===== src/rtl/alu_arbiter_seq_if.sv =====
// Bundle of requester, response and ALU-side signals for alu_arbiter_seq.
// The slave modport is the arbiter's view; the master modport is the view
// of whatever drives the requests and hosts the ALU.
`timescale 1ns/1ps
interface alu_arbiter_seq_if;
   // request channels
   logic        req0_valid;
   logic        req1_valid;
   logic        req0_ready;
   logic        req1_ready;
   logic [15:0] req0_a;
   logic [15:0] req0_b;
   logic [15:0] req1_a;
   logic [15:0] req1_b;
   logic [2:0]  req0_op;
   logic [2:0]  req1_op;
   // response channels (data shared by both)
   logic        resp0_valid;
   logic        resp1_valid;
   logic        resp0_ready;
   logic        resp1_ready;
   logic [15:0] resp_q;
   logic        resp_cout;
   logic        resp_zero;
   // ALU datapath hookup
   logic [15:0] alu_a;
   logic [15:0] alu_b;
   logic [2:0]  alu_op;
   logic [15:0] alu_q;
   logic        alu_cout;
   // status
   logic        busy;

   modport slave (
      input  req0_valid, req1_valid, req0_a, req0_b, req1_a, req1_b,
             req0_op, req1_op, resp0_ready, resp1_ready, alu_q, alu_cout,
      output req0_ready, req1_ready, resp0_valid, resp1_valid, resp_q,
             resp_cout, resp_zero, alu_a, alu_b, alu_op, busy
   );

   modport master (
      output req0_valid, req1_valid, req0_a, req0_b, req1_a, req1_b,
             req0_op, req1_op, resp0_ready, resp1_ready, alu_q, alu_cout,
      input  req0_ready, req1_ready, resp0_valid, resp1_valid, resp_q,
             resp_cout, resp_zero, alu_a, alu_b, alu_op, busy
   );
endinterface


===== src/rtl/alu_arbiter_seq.sv =====
// Two-requester round-robin arbiter and issue sequencer for a combinational
// ripple ALU: registers the granted operands, waits SETTLE cycles for the
// carry chain, captures the result and hands it back to the owner.
`timescale 1ns/1ps
module alu_arbiter_seq #(
   parameter int unsigned SETTLE = 4   // legal 1..15
) (
   input  logic             clk,
   input  logic             rst_n,
   alu_arbiter_seq_if.slave bus
);

   typedef enum logic [1:0] {
      ST_IDLE   = 2'd0,
      ST_SETTLE = 2'd1,
      ST_RESP   = 2'd2
   } state_t;

   // Counter preload: capture happens on the edge where cnt reaches zero,
   // so SETTLE-1 gives exactly SETTLE edges after the accept edge.
   localparam logic [3:0] CNT_INIT = 4'(SETTLE - 1);

   state_t      state_q;
   logic [3:0]  cnt_q;
   logic        owner_q;
   logic        last_grant_q;
   logic [15:0] alu_a_q;
   logic [15:0] alu_b_q;
   logic [2:0]  alu_op_q;
   logic [15:0] res_val_q;
   logic        res_cout_q;
   logic        res_zero_q;
   logic        resp0_valid_q;
   logic        resp1_valid_q;
   logic        busy_q;

   logic        grant_d;
   logic        idle;
   logic        accept;
   logic        take;
   logic [15:0] sel_a_d;
   logic [15:0] sel_b_d;
   logic [2:0]  sel_op_d;

   // Round-robin grant: a lone valid wins outright, a tie goes to the
   // requester that did not win last time.
   always_comb begin
      grant_d = ~last_grant_q;
      if (bus.req0_valid && !bus.req1_valid) begin
         grant_d = 1'b0;
      end else if (bus.req1_valid && !bus.req0_valid) begin
         grant_d = 1'b1;
      end
   end

   assign idle           = (state_q == ST_IDLE);
   assign bus.req0_ready = idle && !grant_d;
   assign bus.req1_ready = idle &&  grant_d;
   assign accept         = idle && (grant_d ? bus.req1_valid : bus.req0_valid);
   assign take           = owner_q ? bus.resp1_ready : bus.resp0_ready;

   // Operand/opcode mux for the granted requester.
   always_comb begin
      sel_a_d  = bus.req0_a;
      sel_b_d  = bus.req0_b;
      sel_op_d = bus.req0_op;
      if (grant_d) begin
         sel_a_d  = bus.req1_a;
         sel_b_d  = bus.req1_b;
         sel_op_d = bus.req1_op;
      end
   end

   // Sequencer FSM with all outputs registered alongside the state.
   always_ff @(posedge clk or negedge rst_n) begin
      if (!rst_n) begin
         state_q       <= ST_IDLE;
         cnt_q         <= 4'd0;
         owner_q       <= 1'b0;
         last_grant_q  <= 1'b1;
         alu_a_q       <= 16'd0;
         alu_b_q       <= 16'd0;
         alu_op_q      <= 3'd0;
         res_val_q     <= 16'd0;
         res_cout_q    <= 1'b0;
         res_zero_q    <= 1'b0;
         resp0_valid_q <= 1'b0;
         resp1_valid_q <= 1'b0;
         busy_q        <= 1'b0;
      end else begin
         case (state_q)
            ST_IDLE: begin
               if (accept) begin
                  alu_a_q      <= sel_a_d;
                  alu_b_q      <= sel_b_d;
                  alu_op_q     <= sel_op_d;
                  owner_q      <= grant_d;
                  last_grant_q <= grant_d;
                  cnt_q        <= CNT_INIT;
                  busy_q       <= 1'b1;
                  state_q      <= ST_SETTLE;
               end
            end
            ST_SETTLE: begin
               if (cnt_q != 4'd0) begin
                  cnt_q <= cnt_q - 4'd1;
               end else begin
                  res_val_q     <= bus.alu_q;
                  res_cout_q    <= bus.alu_cout;
                  res_zero_q    <= (bus.alu_q == 16'd0);
                  resp0_valid_q <= ~owner_q;
                  resp1_valid_q <= owner_q;
                  state_q       <= ST_RESP;
               end
            end
            ST_RESP: begin
               // only the owner's ready matters; the other channel is ignored
               if (take) begin
                  resp0_valid_q <= 1'b0;
                  resp1_valid_q <= 1'b0;
                  busy_q        <= 1'b0;
                  state_q       <= ST_IDLE;
               end
            end
            default: begin
               resp0_valid_q <= 1'b0;
               resp1_valid_q <= 1'b0;
               busy_q        <= 1'b0;
               state_q       <= ST_IDLE;
            end
         endcase
      end
   end

   assign bus.alu_a       = alu_a_q;
   assign bus.alu_b       = alu_b_q;
   assign bus.alu_op      = alu_op_q;
   assign bus.resp_q      = res_val_q;
   assign bus.resp_cout   = res_cout_q;
   assign bus.resp_zero   = res_zero_q;
   assign bus.resp0_valid = resp0_valid_q;
   assign bus.resp1_valid = resp1_valid_q;
   assign bus.busy        = busy_q;

endmodule


===== src/flat_wrapper.sv =====
// flat-port wrapper written by rule: the top's interface ports become plain ports
module alu_arbiter_seq_flat 
#(
   parameter int unsigned SETTLE = 4                 
)
  (clk, rst_n, bus_req0_valid, bus_req1_valid, bus_req0_a, bus_req0_b, bus_req1_a, bus_req1_b, bus_req0_op, bus_req1_op, bus_resp0_ready, bus_resp1_ready, bus_alu_q, bus_alu_cout, bus_req0_ready, bus_req1_ready, bus_resp0_valid, bus_resp1_valid, bus_resp_q, bus_resp_cout, bus_resp_zero, bus_alu_a, bus_alu_b, bus_alu_op, bus_busy);
  alu_arbiter_seq_if bus_i ();
  input  logic clk;
  input  logic rst_n;
  input wire logic [$bits(bus_i.req0_valid)-1:0] bus_req0_valid;
  input wire logic [$bits(bus_i.req1_valid)-1:0] bus_req1_valid;
  input wire logic [$bits(bus_i.req0_a)-1:0] bus_req0_a;
  input wire logic [$bits(bus_i.req0_b)-1:0] bus_req0_b;
  input wire logic [$bits(bus_i.req1_a)-1:0] bus_req1_a;
  input wire logic [$bits(bus_i.req1_b)-1:0] bus_req1_b;
  input wire logic [$bits(bus_i.req0_op)-1:0] bus_req0_op;
  input wire logic [$bits(bus_i.req1_op)-1:0] bus_req1_op;
  input wire logic [$bits(bus_i.resp0_ready)-1:0] bus_resp0_ready;
  input wire logic [$bits(bus_i.resp1_ready)-1:0] bus_resp1_ready;
  input wire logic [$bits(bus_i.alu_q)-1:0] bus_alu_q;
  input wire logic [$bits(bus_i.alu_cout)-1:0] bus_alu_cout;
  output wire logic [$bits(bus_i.req0_ready)-1:0] bus_req0_ready;
  output wire logic [$bits(bus_i.req1_ready)-1:0] bus_req1_ready;
  output wire logic [$bits(bus_i.resp0_valid)-1:0] bus_resp0_valid;
  output wire logic [$bits(bus_i.resp1_valid)-1:0] bus_resp1_valid;
  output wire logic [$bits(bus_i.resp_q)-1:0] bus_resp_q;
  output wire logic [$bits(bus_i.resp_cout)-1:0] bus_resp_cout;
  output wire logic [$bits(bus_i.resp_zero)-1:0] bus_resp_zero;
  output wire logic [$bits(bus_i.alu_a)-1:0] bus_alu_a;
  output wire logic [$bits(bus_i.alu_b)-1:0] bus_alu_b;
  output wire logic [$bits(bus_i.alu_op)-1:0] bus_alu_op;
  output wire logic [$bits(bus_i.busy)-1:0] bus_busy;
  assign bus_i.req0_valid = bus_req0_valid;
  assign bus_i.req1_valid = bus_req1_valid;
  assign bus_i.req0_a = bus_req0_a;
  assign bus_i.req0_b = bus_req0_b;
  assign bus_i.req1_a = bus_req1_a;
  assign bus_i.req1_b = bus_req1_b;
  assign bus_i.req0_op = bus_req0_op;
  assign bus_i.req1_op = bus_req1_op;
  assign bus_i.resp0_ready = bus_resp0_ready;
  assign bus_i.resp1_ready = bus_resp1_ready;
  assign bus_i.alu_q = bus_alu_q;
  assign bus_i.alu_cout = bus_alu_cout;
  assign bus_req0_ready = bus_i.req0_ready;
  assign bus_req1_ready = bus_i.req1_ready;
  assign bus_resp0_valid = bus_i.resp0_valid;
  assign bus_resp1_valid = bus_i.resp1_valid;
  assign bus_resp_q = bus_i.resp_q;
  assign bus_resp_cout = bus_i.resp_cout;
  assign bus_resp_zero = bus_i.resp_zero;
  assign bus_alu_a = bus_i.alu_a;
  assign bus_alu_b = bus_i.alu_b;
  assign bus_alu_op = bus_i.alu_op;
  assign bus_busy = bus_i.busy;
  alu_arbiter_seq #(.SETTLE(SETTLE)) u_core (.clk(clk), .rst_n(rst_n), .bus(bus_i));
endmodule

===== config.mk =====
export PLATFORM = sky130hd
export DESIGN_NAME = alu_arbiter_seq_flat
export DESIGN_NICKNAME = d
export VERILOG_FILES = /design/src/rtl/alu_arbiter_seq_if.sv /design/src/rtl/alu_arbiter_seq.sv /design/src/flat_wrapper.sv
export SDC_FILE = /design/constraint.sdc
export NUM_CORES = 1
export LEC_CHECK = 0
export CELL_PAD_IN_SITES_DETAIL_PLACEMENT = 0
export CELL_PAD_IN_SITES_GLOBAL_PLACEMENT = 1
export CORE_MARGIN = 3
export CORE_UTILIZATION = 25
export CTS_CLUSTER_SIZE = 14
export DETAILED_ROUTE_END_ITERATION = 6
export DONT_BUFFER_PORTS = 1
export PLACE_DENSITY = 0.51
export SLEW_MARGIN = 20
export SYNTH_ARGS = -nofsm -noshare
export SYNTH_HDL_FRONTEND = slang
export SYNTH_SLANG_ARGS = --single-unit

===== constraint.sdc =====
create_clock -name clk -period 2.2 [get_ports clk]
set_input_delay 0.22 -clock clk [delete_from_list [all_inputs] [get_ports clk]]
set_output_delay 0.22 -clock clk [all_outputs]
set_load 0.05 [all_outputs]

---- Yosys cells after proc, flatten, opt, wreduce, memory -nomap -nowiden ----
Cells that the tools add are included.
storage, ports and cells
  flip-flop bits (word level) ............. 64
  bits of input ports ..................... 93
  output and inout bits ................... 58
  logic and storage cells ................. 64
cells by class
  $add $sub $neg .......................... 1
  eq/ne operators ......................... 6
  multiplexer cells ....................... 21
  bitwise operators ....................... 5
  reduce and logical (&&, ||, !) cells .... 18
operators with widths
  cell                 number
  $mux 16              2
  $logic_not 16->1     1
  $reduce_and 3->1     4
  $pmux 1 s3           3
  $mux 1               8
  $mux 4               2
  $pmux 4 s2           1
  $mux 2               3
  $pmux 2 s3           1
  $logic_and 1x1->1    5
  $not 1->1            5
  $ne 2x1->1 const B   2
  $ne 2x2->1 const B   2
  $reduce_and 2->1     2
  $reduce_bool 4->1    1
  $sub 4x1->4 const B  1
  $logic_not 1->1      3
  $mux 3               1
  $eq 2x1->1 const B   1
  $eq 2x2->1 const B   1
  $logic_not 2->1      1
  $reduce_bool 2->1    1

---- Depth between registers and ports, before layout ----
Gate-level depths: netlist of run 1.
  depth after elaboration ................. 8
  gate-level depth with buffers ........... 6
  depth with buffers taken out ............ 5

---- Worst setup path after synthesis of run 1 ----
Ideal clock, no wire load.
  path kind ............................... reg-to-output
  start point ............................. register u_core.last_grant_q
  end point ............................... output port bus_req0_ready
  arrival time ............................ 2322 ps
  required time ........................... 1980 ps
  slack ................................... -342 ps
  stages on the path, launching flop included .. 4
  path buffers ............................ 1
  cell sequence ........................... dfstp_2 nor2_2 clkbuf_1 nor4_1
between the ends
  cells in the longest elaborated chain, start to end .. 5
ends and longest elaborated chain
  what                    RTL line               RTL
  start, declared         alu_arbiter_seq.sv:26  logic last_grant_q;
  start signal, assigned  alu_arbiter_seq.sv:98  last_grant_q <= grant_d;
  $not 1->1               alu_arbiter_seq.sv:48  grant_d = ~last_grant_q;
  $mux 1                  alu_arbiter_seq.sv:51  end else if (bus.req1_valid && !bus.req0_valid) begin
  $mux 1                  alu_arbiter_seq.sv:49  if (bus.req0_valid && !bus.req1_valid) begin
  $logic_not 1->1         alu_arbiter_seq.sv:57  assign bus.req0_ready = idle && !grant_d;
  $logic_and 1x1->1       alu_arbiter_seq.sv:57
  end, declared           flat_wrapper.sv:22     output wire logic [$bits(bus_i.req0_ready)-1:0] bus_req0_ready;
No other way between the ends.

---- Worst setup path after layout of run 1 ----
  start point ............................. register u_core.last_grant_q
  end point ............................... output port bus_req1_ready
between the ends
  cells in the longest elaborated chain, start to end .. 4
ends and longest elaborated chain
  what               RTL line               RTL
  $not 1->1          alu_arbiter_seq.sv:48
  $mux 1             alu_arbiter_seq.sv:51
  $mux 1             alu_arbiter_seq.sv:49
  $logic_and 1x1->1  alu_arbiter_seq.sv:58  assign bus.req1_ready = idle && grant_d;
  end, declared      flat_wrapper.sv:23     output wire logic [$bits(bus_i.req1_ready)-1:0] bus_req1_ready;
No other way between the ends.

==> results of run 1 <==
## cells by family (layout without fill, tap and decap cells)
family                   after synthesis  in the layout  share of synthesized area
AO/OA/AOI/OAI                        126            126                      0.228
AND/OR/NAND/NOR                       62             62                      0.138
multiplexers                          19             19                     0.0767
flip-flops                            64             64                      0.502
adder cells (fa/ha/maj)                2              2                    0.00783
buffers and inverters                 33             35                     0.0474
## state kept, by name, indices dropped and copies added, names as in the netlist
register,count
u_core.bus.alu_a,16
u_core.bus.alu_b,16
u_core.bus.resp_q,16
u_core.cnt_q,4
u_core.bus.alu_op,3
u_core.state_q,2
u_core.bus.busy,1
u_core.bus.resp0_valid,1
u_core.bus.resp1_valid,1
u_core.bus.resp_cout,1
u_core.bus.resp_zero,1
u_core.last_grant_q,1
u_core.owner_q,1
## routing by layer
| metal | vias up | track usage |
|---|---|---|
| met1 | 1206 | 0.155 |
| met5 | - | 0 |
| li1 | 1144 | - |
| met2 | 104 | 0.223 |
| met4 | 0 | 0.0369 |
| met3 | 7 | 0.0598 |
## worst register-to-register path, stage by stage, from the launching register on
cell and delay (ns):
dfrtp_1 0.42, inv_1 0.10, ha_1 0.17, nor3b_2 0.29, nand2_4 0.24, mux2_1 0.38
## final timing paths
| kind | start | endpoint | slack (ns) | depth (start not counted) |
|---|---|---|---|---|
| setup / recovery | u_core.last_grant_q | bus_req1_ready | 0.22 | 2 |
| hold / removal | bus_alu_q[4] | u_core.bus.resp_q[4] | 0.02 | 1 |
| setup reg to reg | u_core.cnt_q[0] | u_core.bus.resp_cout | 0.50 | 5 |
| hold reg to reg | u_core.cnt_q[0] | u_core.cnt_q[0] | 0.54 | 1 |
| max in group asynchronous | rst_n | u_core.last_grant_q | 1.43 | 2 |
| min in group asynchronous | rst_n | u_core.bus.resp_zero | 0.44 | 2 |
## power by group through the flow
| stage | combinational, mW | sequential (mW) | clock (mW) |
|---|---|---|---|
| 2_1_floorplan | 1.53 | 3.94 | 0 |
| 3_3_place_gp | 1.86 | 4.16 | 0 |
| 3_5_place_dp | 1.91 | 4.15 | 0 |
| 4_1_cts | 1.93 | 4.14 | 1.61 |
| 5_1_grt | 2.15 | 4.20 | 1.65 |
| 6_report | 1.89 | 4.12 | 1.55 |
## Yosys cell counts, types with 2 or more instances
| master | n | share of area |
|---|---|---|
| a21oi_1 | 38 | 0.060 |
| a221oi_1 | 2 | 0.0055 |
| a22o_1 | 2 | 0.0055 |
| a31oi_1 | 36 | 0.070 |
| and2_1 | 2 | 0.0039 |
| buf_2 | 13 | 0.020 |
| clkbuf_1 | 14 | 0.016 |
| dfrtp_1 | 63 | 0.49 |
| ha_1 | 2 | 0.0078 |
| inv_1 | 4 | 0.0047 |
| mux2_1 | 8 | 0.028 |
| mux2_4 | 9 | 0.042 |
| mux2i_1 | 2 | 0.0063 |
| nand2_1 | 2 | 0.0024 |
| nand3b_1 | 35 | 0.082 |
| nor2_2 | 2 | 0.0039 |
| nor2b_1 | 4 | 0.0078 |
| nor3_1 | 2 | 0.0031 |
| nor4_1 | 6 | 0.012 |
| o21ai_0 | 27 | 0.042 |
| o21ai_1 | 10 | 0.016 |
| o2bb2ai_1 | 2 | 0.0055 |
| o31ai_1 | 2 | 0.0047 |
| or2_1 | 2 | 0.0039 |
## layout make-up
class                   instances  area [µm²]  share of cell area
repair buffers                 15         150              0.0399
clock inverters                 5        80.1              0.0213
multi-input cells             209        1470               0.389
flip-flops and latches         64        1600               0.426
well taps                     168         210              0.0558
inverters                       4        15.0             0.00399
clock buffers                  11         243              0.0645
## cell usage in the layout (no fill, tap or decap), types with 4 or more instances in the layout
cell type  Yosys  routed
dfrtp_1       63      63
a21oi_1       38      38
a31oi_1       36      36
nand3b_1      35      35
o21ai_0       27      27
buf_4          1      11
o21ai_1       10      10
mux2_4         9       9
clkbuf_16      0       9
mux2_1         8       8
nor4_1         6       5
inv_1          4       4
nor2b_1        4       4
## repair_timing
| action | 4_1_cts | 5_1_grt |
|---|---|---|
| hold buffers | 3 | 0 |
| gates resized for setup | 0 | 0 |
| setup endpoints to repair | 0 | 0 |
| hold endpoints to repair | 65 | 0 |
==> results.py, run 1 <==
metrics = {
    "synth": {
        "ys_seq_area_frac": 0.502,
        "synth_flop_cell": "dfrtp_1",
        "ys_warn_count": 0,
        "postSynthCellCount": 306,
        "post_synth_instance_area_um2": 3200,
        "synth-seq-cells": 64,
        "syn_area_per_cell_um2": 10.4,
        "syn-num-nets": 401,
        "synth.distinct_cells": 41,
        "synth-edff-count": 0,
        "ys_async_sr_fraction": 1.00,
    },
    "cells_and_area": {
        "nets": 398,
        "fin_util": 0.307,
        "drive_gt1_frac": 0.143,
        "design_area_um2": 3770,
        "fillCellCount": 1279,
        "syn_to_final_growth_pct": 17.9,
        "post_layout_nonfiller_instances": 476,
        "insertedDiodeCount": 0,
    },
    "critical_path": {
        "slowest_stage": "a21boi_4",
        "path_delay_family": "compound AO/OA/AOI/OAI gates",
        "worstSetupStartpointType": "flop",
        "cp_data_required_time_ns": 1.98,
        "worstPathMaxFanout": 20,
        "crit_chain": "a21boi_4, o21a_1",
        "crit_arrival_ns": 1.76,
        "max_stage_delay_ns": 0.52,
        "path_class": "reg -> out",
        "cp_num_buf_inv": 0,
        "endpoint_kind": "primary output",
    },
    "power": {
        "p_switching_mw": 3.93,
        "p_total_mw": 7.56,
        "p_seq_frac": 0.545,
        "power_density_nw_per_um2": 2010,
        "p_int_mw": 3.63,
        "p_leak_nw": 1.45,
        "irDropWorstVdd_mv": 0.735,
        "pwr-share-clk": 0.206,
        "p_comb_frac": 0.250,
        "sw_frac_of_total": 0.519,
    },
    "place": {
        "dp_hpwl_um": 6470,
        "placedCellCount": 457,
        "gp_congestion": 0.712,
        "postPlaceCellArea_um2": 3400,
        "port_buffers": 0,
        "dp_slack_ns": 0.485,
    },
    "timing": {
        "skew_ns": 0.00446,
        "whs_ns": 0.0231,
        "timing.final.crit_share": 0.902,
        "rsz0062_at_grt": "false",
        "min_period_ns": 1.98,
        "timing.fmax_ghz": 0.504,
        "fin_ws_ns": 0.216,
        "final_hold_viol_count": 0,
        "slew_viol_final": 0,
        "worstMarginPinSlew_ns": 0.709,
        "relSlewSlack": 0.528,
        "setup-tns-final_ns": 0,
        "finalSetupViolations": 0,
    },
    "floorplanning": {
        "num_io_pins": 151,
        "die_x_um": 119,
        "rows": 40,
        "die_h_um": 119,
        "start_util": 0.261,
        "fp.dieArea_um2": 14200,
        "coreArea_um2": 12300,
    },
    "detailed_routing": {
        "avgViaCountPerCell": 5.17,
        "ant_nets": 0,
        "wl_met1_um": 3890,
        "drt-pass1-iter-count": 4,
        "drc": 0,
        "wl_met2_um": 4500,
        "dr.max_layer_used": "met4",
        "via_count": 2461,
        "totalWireLength_um": 9450,
        "met3RoutedLength_um": 971,
        "drtIter0Drc": 85,
        "avgRoutedWirePerCell_um": 19.9,
    },
    "clocking": {
        "cts_tree": "done",
        "cts-root-buf": "clkbuf_16",
        "cts_setup_buffers": 0,
        "clockBufferDepth": 2,
        "cts_max_level": 3,
        "clk_pin_slew_ns": 0.05,
        "cts_buffers": 9,
        "clock_sinks": 64,
        "clkLatencyLatePin_ns": 0.33,
    },
    "outcome": {
        "status": "finished, final reports clean",
    },
    "run": {
        "drv_cap": 0,
    },
    "global_routing": {
        "grt_use_total": 0.133,
        "antenna_found_initial": 0,
        "grt_overflow": 0,
        "grt_pass1_wl_um": 14900,
        "grt_max_degree": 65,
        "grt_pass1_vias": 2605,
    },
    "min_path": {
        "hold_path_class": "in -> reg",
    },
}
Power figures use the tool's default switching activity.
==> run 2: changes to the inputs <==
PLACE_DENSITY = 0.53   (was 0.51)
clock period = 1.8 ns   (was 2.2 ns; I/O delays follow)
==> run 2 against run 1 <==
Net effect:
- sequential share of layout area shrank 5.3 points
- hold slack worse by 0.0090 ns
- clock power is 13% higher
- total power rose by 24%
- largest power group unchanged
- global-route usage rose by 1.3 points
- register-to-register slack worse by 0.35 ns
- combinational power increased by 38%
- die area unchanged
- clock skew grew 0.0020 ns
==> results.py, run 2 (synthesis gave the netlist of run 1 again) <==
metrics = {
    "outcome": {
        "status": "finished, final reports clean",
    },
    "cells_and_area": {
        "final_common_cell": "dfrtp_1",
        "syn_to_final_growth_pct": 34.8,
        "fillCellCount": 1222,
        "nets": 453,
        "fin_util": 0.351,
        "insertedDiodeCount": 0,
        "final_cell_mix": "62 x dfrtp_1, 50 x dlygate4sd3_1, 38 x a21oi_1",
        "drive_gt1_frac": 0.146,
        "post_layout_nonfiller_instances": 531,
    },
    "timing": {
        "skew_ns": 0.00646,
        "setup-tns-final_ns": 0,
        "final_hold_viol_count": 0,
        "fin_ws_ns": 0.0753,
        "finalSetupViolations": 0,
        "rsz0062_at_grt": "false",
        "timing.fmax_ghz": 0.580,
        "min_period_ns": 1.72,
        "timing.final.crit_share": 0.958,
        "worstMarginPinSlew_ns": 0.672,
        "relSlewSlack": 0.549,
        "slew_viol_final": 0,
    },
    "clocking": {
        "cts-root-buf": "clkbuf_16",
        "clock_sinks": 64,
        "clk_pin_slew_ns": 0.06,
        "clockBufferDepth": 2,
        "cts_max_level": 3,
        "cts_tree": "done",
        "clkLatencyLatePin_ns": 0.34,
        "cts_buffers": 9,
    },
    "detailed_routing": {
        "avgViaCountPerCell": 5.08,
        "drc": 0,
        "totalWireLength_um": 10100,
        "avgRoutedWirePerCell_um": 19.1,
        "drt-pass1-iter-count": 4,
        "drtIter0Drc": 122,
        "via_count": 2695,
        "ant_nets": 0,
    },
    "place": {
        "dp_slack_ns": 0.0821,
        "port_buffers": 0,
        "dp_hpwl_um": 6410,
        "placedCellCount": 460,
        "gp_congestion": 0.667,
    },
    "floorplanning": {
        "die_x_um": 119,
        "num_io_pins": 151,
        "start_util": 0.261,
        "rows": 40,
        "coreArea_um2": 12300,
        "die_h_um": 119,
        "fp.dieArea_um2": 14200,
    },
    "min_path": {
        "min_from": "bus_req1_b[6]",
        "min_to": "u_core.bus.alu_b[6]",
        "hold_path_class": "in -> reg",
        "hold_path_depth": 2,
    },
    "power": {
        "p_leak_nw": 1.67,
        "power_density_nw_per_um2": 2170,
        "p_total_mw": 9.35,
        "irDropWorstVdd_mv": 0.822,
    },
    "global_routing": {
        "grt_pass1_vias": 2814,
        "grt_max_degree": 65,
        "grt_use_total": 0.146,
        "grt_overflow": 0,
        "antenna_found_initial": 0,
        "grt_pass1_wl_um": 16200,
    },
    "critical_path": {
        "endpoint_kind": "primary output",
        "crit_chain": "a21boi_4, o21a_1, buf_12",
        "r2r_start": "u_core.cnt_q[0]",
        "slowest_stage": "a21boi_4",
        "crit_arrival_ns": 1.54,
        "rrSetupSlack_ns": 0.15,
        "worstPathMaxFanout": 11,
        "cp_data_required_time_ns": 1.62,
        "r2r-end": "u_core.bus.resp_q[3]",
        "reg2regPathDepth": 5,
        "worstSetupStartpointType": "flop",
        "path_class": "reg -> out",
        "max_stage_delay_ns": 0.41,
    },
    "run": {
        "drv_cap": 0,
    },
}
## run 2: report_power, final
group	total, mW	leakage (nW)	internal [mW]	switching [mW]
clock network	1.75	0.141	1.07	0.685
registers	4.99	0.728	2.14	2.85
logic	2.60	0.800	1.23	1.37
## run 2: worst max path at each step
stage | startpoint | slack (ns) | end
6_report | u_core.last_grant_q | 0.08 | bus_req1_ready
5_1_grt | u_core.cnt_q[0] | 0.006 | u_core.bus.resp_q[14]
4_1_cts | u_core.state_q[1] | 0.02 | bus_req1_ready
2_1_floorplan | u_core.state_q[1] | 0.16 | bus_req1_ready
3_5_place_dp | u_core.last_grant_q | 0.08 | u_core.bus.alu_b[1]
3_3_place_gp | u_core.last_grant_q | 0.12 | u_core.bus.alu_a[14]
## run 2: what timing repair did
item                                    in CTS  in global routing
cloned                                       2                  0
hold endpoints to repair                   106                  0
resized for setup                            0                  3
endpoints found under the setup margin       2                 19
setup buffers                                2                  0
pin swaps                                    2                  0
hold buffers                                51                  0
## run 2: critical path: cells and delay by family, from the launching register on
| kind | cells | cell delay, ns |
|---|---|---|
| flops | 1 | 0.40 |
| compound gates | 2 | 0.64 |
| buf+inv | 1 | 0.15 |
## run 2: layout make-up
class	instances	area [µm²]	area share
Clock buffer	9	225	0.0523
Clock inverter	7	72.6	0.0168
Inverter	4	15.0	0.00348
Multi-Input combinational cell	211	1500	0.348
Sequential cell	64	1600	0.372
Tap cell	168	210	0.0488
Timing Repair Buffer	68	684	0.159
## run 2: per-stage QoR
stage	area [µm²]	hold WS [ns]
final	4310	0.0140
after global routing	4310	0.00471
after CTS	4300	0.0000000278
after detailed placement	3440	-0.112
after global placement	3440	-0.112
after floorplan	3210	-0.116
## run 2: metal layers
metal | global-route usage | share of wire | vias to the layer above | wire length, µm
met1 | 0.169 | 0.40 | 1296 | 4070
met3 | 0.0741 | 0.10 | 13 | 1020
met5 | 0 | 0 | - | 0
li1 | - | - | 1264 | -
met4 | 0.0471 | 0.016 | 0 | 158
met2 | 0.235 | 0.48 | 122 | 4870
==> run 3: changes to the inputs <==
clock period = 1.5 ns   (was 1.8 ns; I/O delays follow)
==> run 3 against run 2 <==
Net effect:
- hold slack lost 0.50 ns
- critical path type unchanged
- non-clock buffer count is 131 higher
- sequential power is 35% lower
- global-route usage increased by 3.4 points
- wire length rose by 28%
- highest routed layer unchanged
- via count up 25%
- clock-buffer cell count increased by 3
- sequential share of layout area decreased by 10 points
- setup slack got worse by 0.32 ns
- the run now ends with hold timing, setup timing left
==> results.py, run 3 (synthesis gave the netlist of run 1 again) <==
metrics = {
    "place": {
        "port_buffers": 0,
        "dp_hpwl_um": 6560,
        "gp_congestion": 0.723,
    },
    "global_routing": {
        "antenna_found_initial": 0,
        "grt_overflow": 0,
        "grt_use_total": 0.180,
        "grt_max_degree": 65,
        "grt_pass1_vias": 3635,
        "grt_pass1_wl_um": 19900,
    },
    "cells_and_area": {
        "syn_to_final_growth_pct": 85.0,
        "final_cell_mix": "88 x dlygate4sd3_1, 84 x buf_4, 62 x dfrtp_1",
        "nets": 586,
        "final_common_cell": "dlygate4sd3_1",
        "drive_gt1_frac": 0.367,
        "insertedDiodeCount": 0,
    },
    "timing": {
        "min_period_ns": 1.75,
        "relSlewSlack": 0.677,
        "setup-tns-final_ns": -4.65,
        "timing.final.crit_share": 1.17,
        "finalSetupViolations": 51,
        "whs_ns": -0.488,
        "skew_ns": 0.0113,
        "timing.fmax_ghz": 0.572,
        "slew_viol_final": 0,
        "final_hold_viol_count": 65,
        "rsz0062_at_grt": "true",
        "fin_ws_ns": -0.248,
        "worstMarginPinSlew_ns": 0.485,
    },
    "detailed_routing": {
        "via_count": 3376,
        "drc": 0,
        "ant_nets": 0,
        "drtIter0Drc": 134,
        "drt-pass1-iter-count": 5,
        "avgRoutedWirePerCell_um": 19.5,
        "avgViaCountPerCell": 5.08,
        "totalWireLength_um": 12900,
    },
    "power": {
        "irDropWorstVdd_mv": 1.21,
        "p_switching_mw": 6.72,
        "p_comb_frac": 0.604,
        "p_leak_nw": 2.48,
        "p_seq_frac": 0.221,
        "sw_frac_of_total": 0.458,
        "power_density_nw_per_um2": 2480,
        "p_int_mw": 7.94,
        "pwr-share-clk": 0.175,
    },
    "outcome": {
        "violations": "hold timing, setup timing",
        "status": "complete, but fails checks",
    },
    "floorplanning": {
        "num_io_pins": 151,
        "start_util": 0.261,
        "die_x_um": 119,
        "fp.dieArea_um2": 14200,
        "rows": 40,
        "coreArea_um2": 12300,
        "die_h_um": 119,
    },
    "min_path": {
        "hold_path_class": "in -> async",
    },
    "critical_path": {
        "rrSetupSlack_ns": -0.22,
        "reg2regPathDepth": 8,
        "path_class": "reg -> out",
        "worstSetupStartpointType": "flop",
        "crit_arrival_ns": 1.60,
        "worstPathMaxFanout": 3,
        "endpoint_kind": "primary output",
        "cp_data_required_time_ns": 1.35,
        "r2r_start": "u_core.last_grant_q",
        "r2r-end": "u_core.bus.alu_a[12]",
    },
    "clocking": {
        "cts-root-buf": "clkbuf_16",
        "hold_buffers": 88,
        "cts_buffers": 9,
        "clockBufferDepth": 2,
        "cts_tree": "done",
        "clock_sinks": 64,
        "clk_pin_slew_ns": 0.06,
        "cts_max_level": 3,
        "clkLatencyLatePin_ns": 0.34,
    },
    "run": {
        "drv_cap": 0,
    },
}
-- run 3: cell count changes in the layout (fill, tap and decap cells not counted), moves of 8 or more --
cell           previous run  this run
dlygate4sd3_1            50        88
o21ai_1                  10        19
buf_12                    2        10
mux2_4                    9        17
buf_6                     1        10
o21ai_2                   0        16
o21ai_0                  27         2
mux2_1                    8         0
buf_4                    14        84
-- run 3: worst max-delay path, cell delays in order (launching register included) --
cell	delay [ns]
dfstp_2	0.57
buf_6	0.12
nor2_4	0.04
nor4_4	0.35
buf_12	0.18
-- run 3: routing by layer --
layer,global-route usage,share of wire
met5,0,0
met2,0.305,0.51
met1,0.210,0.40
met4,0.0768,0.015
met3,0.0579,0.075
-- run 3: worst max-delay path by stage --
| stage | startpoint | slack (ns) | endpoint |
|---|---|---|---|
| 6_report | u_core.last_grant_q | -0.25 | bus_req0_ready |
| 5_1_grt | u_core.last_grant_q | -0.29 | bus_req0_ready |
| 4_1_cts | u_core.last_grant_q | -0.26 | bus_req0_ready |
| 3_5_place_dp | u_core.last_grant_q | -0.25 | bus_req1_ready |
| 3_3_place_gp | u_core.last_grant_q | -0.24 | bus_req1_ready |
| 2_1_floorplan | u_core.last_grant_q | -0.1 | bus_req0_ready |
-- run 3: cell type report --
type | instances | area [µm²]
clock buffer | 12 | 267
clock inverter | 4 | 98.8
fill | 1074 | 6350
inverter | 4 | 15.0
multi-input combinational | 213 | 1710
sequential | 64 | 1600
tap | 168 | 210
timing repair buffer | 199 | 2000
-- run 3: repair_timing --
item / in CTS / in global routing
buffers inserted: 15 / 13
resized for setup: 67 / 21
gates cloned: 8 / 3
pin swaps: 42 / 18
endpoints found under the setup margin: 56 / 59
hold endpoints to repair: 118 / 64
-- run 3: power by group through the flow --
| stage | clock network (mW) | logic [mW] | registers, mW |
|---|---|---|---|
| 6_report | 2.56 | 8.86 | 3.23 |
| 3_3_place_gp | 0 | 7.13 | 3.17 |
| 5_1_grt | 2.70 | 9.33 | 3.34 |
| 4_1_cts | 2.62 | 8.30 | 3.22 |
| 3_5_place_dp | 0 | 7.17 | 3.20 |
| 2_1_floorplan | 0 | 2.27 | 5.78 |
-- run 3: through the flow --
stage / setup slack [ns] / area, µm² / total power [mW] / cells / util
detailed placement: -0.250 / 3960 / 10.4 / 521 / 0.323
floorplan: -0.0992 / 3220 / 8.06 / 306 / -
global route: -0.292 / 5910 / 15.4 / 664 / 0.482
finish: -0.248 / 5910 / 14.7 / 664 / 0.482
CTS: -0.261 / 5620 / 14.1 / 648 / 0.458
global placement: -0.238 / 3960 / 10.3 / 521 / 0.323
==> variant, RTL diff (flow settings as in run 2) <==
Re-encode `state_t` (3 states) as one-hot, 3 bits wide.
--- a/src/rtl/alu_arbiter_seq.sv
+++ b/src/rtl/alu_arbiter_seq.sv
@@ -12,6 +12,6 @@
 
-   typedef enum logic [1:0] {
-      ST_IDLE   = 2'd0,
-      ST_SETTLE = 2'd1,
-      ST_RESP   = 2'd2
+   typedef enum logic [2:0] {
+      ST_IDLE   = 3'b001,
+      ST_SETTLE = 3'b010,
+      ST_RESP   = 3'b100
    } state_t;
Behaviour: same outputs for any inputs over 10 cycles, from zero or initial values and one cycle with rst_n low; not proved beyond that.
==> variant against run 2 <==
Total power fell by 2.0%. Combinational power grew 3%. Register-to-register slack hardly changed. Clock power is 5% lower. Wire length is 2.5% higher. Synthesized area up 1.6%. Via count grew 3.2%. First-iteration DRC count down 5.7%. Worst setup slack worse by 0.020 ns. Largest cell class unchanged. Final area fell by 1.2%. Sequential cell count increased by 1.
==> variant: results (changes against run 2) <==
| Metric | Value |
|---|---|
| Vias in the first global route | `2907 (+3.3%)` |
| Fraction of the cycle the final worst path needs | `0.9691 (+0.01096)` |
| Largest net degree at the start of global routing | `66 (+1.5%)` |
| Max_slew headroom | `0.4534 (-0.09588)` |
| Vias per cell | `5.220 (+2.8%)` |
| Met2 WL | `4.763 mm (-2.3%)` |
| Synth area leaders | `dfrtp_1, mux2_4, a31oi_1, a21oi_1, nand3_1` |
| WL final | `10.37 mm (+2.5%)` |
| Hold slack | `0.008217 ns (-0.005800 ns)` |
| M1 WL | `4.284 mm (+5.4%)` |
| Place WS | `0.07183 ns (-0.01029 ns)` |
| R2R Setup Slk | `0.15 ns (about the same)` |
| Status | `finished, final reports clean` |
| Critical Path AT | `1.56 ns (+0.02 ns)` |
| WL per Instance | `19.46 um (+2.1%)` |
| Top layer in use | `met5` |
| Top cells by count, synth | `dfrtp_1, a21oi_1, a31oi_1` |
| Synthesized instance count | `319 (+4.2%)` |
| GRT Total Usage | `0.1432 (-0.003117)` |
| Fillcell total | `1300 (+6.4%)` |
| DR iter-0 viols | `115 (-5.7%)` |
| Initial antenna violation count | `1 (+1)` |
| Peak supply drop | `0.0007016 V (-15%)` |
| Layout cells sized above 1 | `0.2078 (+0.06175)` |
| Yosys cell types | `43 (+4.9%)` |
| Sequential area share after synthesis | `0.5017 (about the same)` |
| DP Cell Count | `481 (+4.6%)` |
| RD Place Congestion | `0.7571 (+14%)` |
| Dpl hpwl | `6.717 mm (+4.7%)` |
| Synthesized Nets | `414 (+3.2%)` |
| Wire length on met3 | `1.170 mm (+14%)` |
| Root Driver | `clkbuf_16` |
| Global-route wire length before repair | `16.13 mm (-0.63%)` |
| Clock skew | `0.005968 ns (-0.0004899 ns)` |
| Leak pwr | `0.001728 uW (+3.5%)` |
-- variant: cells by family (layout without fill, tap and decap cells) --
| logic type | count (synthesis) | in the layout | synth area share |
|---|---|---|---|
| compound gates | 129 | 129 | 0.2301 |
| fa+ha+maj | 2 | 2 | 0.007706 |
| buf+inv | 37 | 79 | 0.05742 |
| flops | 65 | 65 | 0.5017 |
| mux | 19 | 19 | 0.08478 |
| simple gates | 67 | 67 | 0.1183 |
-- variant: layout make-up --
class,count,area (um^2),share of cell area
well taps,172,215.2,0.05057
clock buffers,11,252.7,0.05939
inverters,7,26.28,0.006175
multi-input cells,217,1491,0.3505
clock inverters,5,30.03,0.007057
flip-flops and latches,65,1629,0.3828
repair buffers,56,610.6,0.1435
-- variant: worst paths after layout --
check,from,endpoint
setup / recovery,u_core.state_q[0],bus_req1_ready
hold / removal,bus_req1_a[7],u_core.bus.alu_a[7]
setup reg to reg,u_core.state_q[0],u_core.bus.alu_a[12]
hold reg to reg,u_core.last_grant_q,u_core.last_grant_q
max in group asynchronous,rst_n,u_core.state_q[0]
min in group asynchronous,rst_n,u_core.bus.resp1_valid
-- variant: per-stage QoR --
stage	setup TNS, ns	area, um^2
2_1_floorplan	-0.1575	3256
3_3_place_gp	0	3537
3_5_place_dp	0	3537
4_1_cts	0	4185
5_1_grt	-0.003273	4255
6_report	0	4255
-- variant: critical path: stages (launching register included) --
cell and delay, ns:
dfstp_2 0.52, or3b_4 0.41, nor3_4 0.13, buf_6 0.18
-- variant: timing repair --
item | 4_1_cts | 5_1_grt
endpoints found under the hold margin | 97 | 0
pin swaps | 1 | 0
setup endpoints to repair | 2 | 22
buffers inserted | 0 | 1
gates cloned | 0 | 1
resized for setup | 3 | 9
hold buffers | 34 | 0
-- variant: power by group --
group | total (uW) | internal, uW | leakage (uW) | switching, uW
sequential | 4810 | 2130 | 0.000751 | 2680
clock | 1660 | 999 | 0.000137 | 660
combinational | 2690 | 1270 | 0.000840 | 1420
-- variant: layer usage --
metal  global-route usage  vias up
met5                    0        -
met4              0.04438        2
met3              0.06173       17
met2               0.2251      136
met1               0.1777     1348
li1                     -     1279
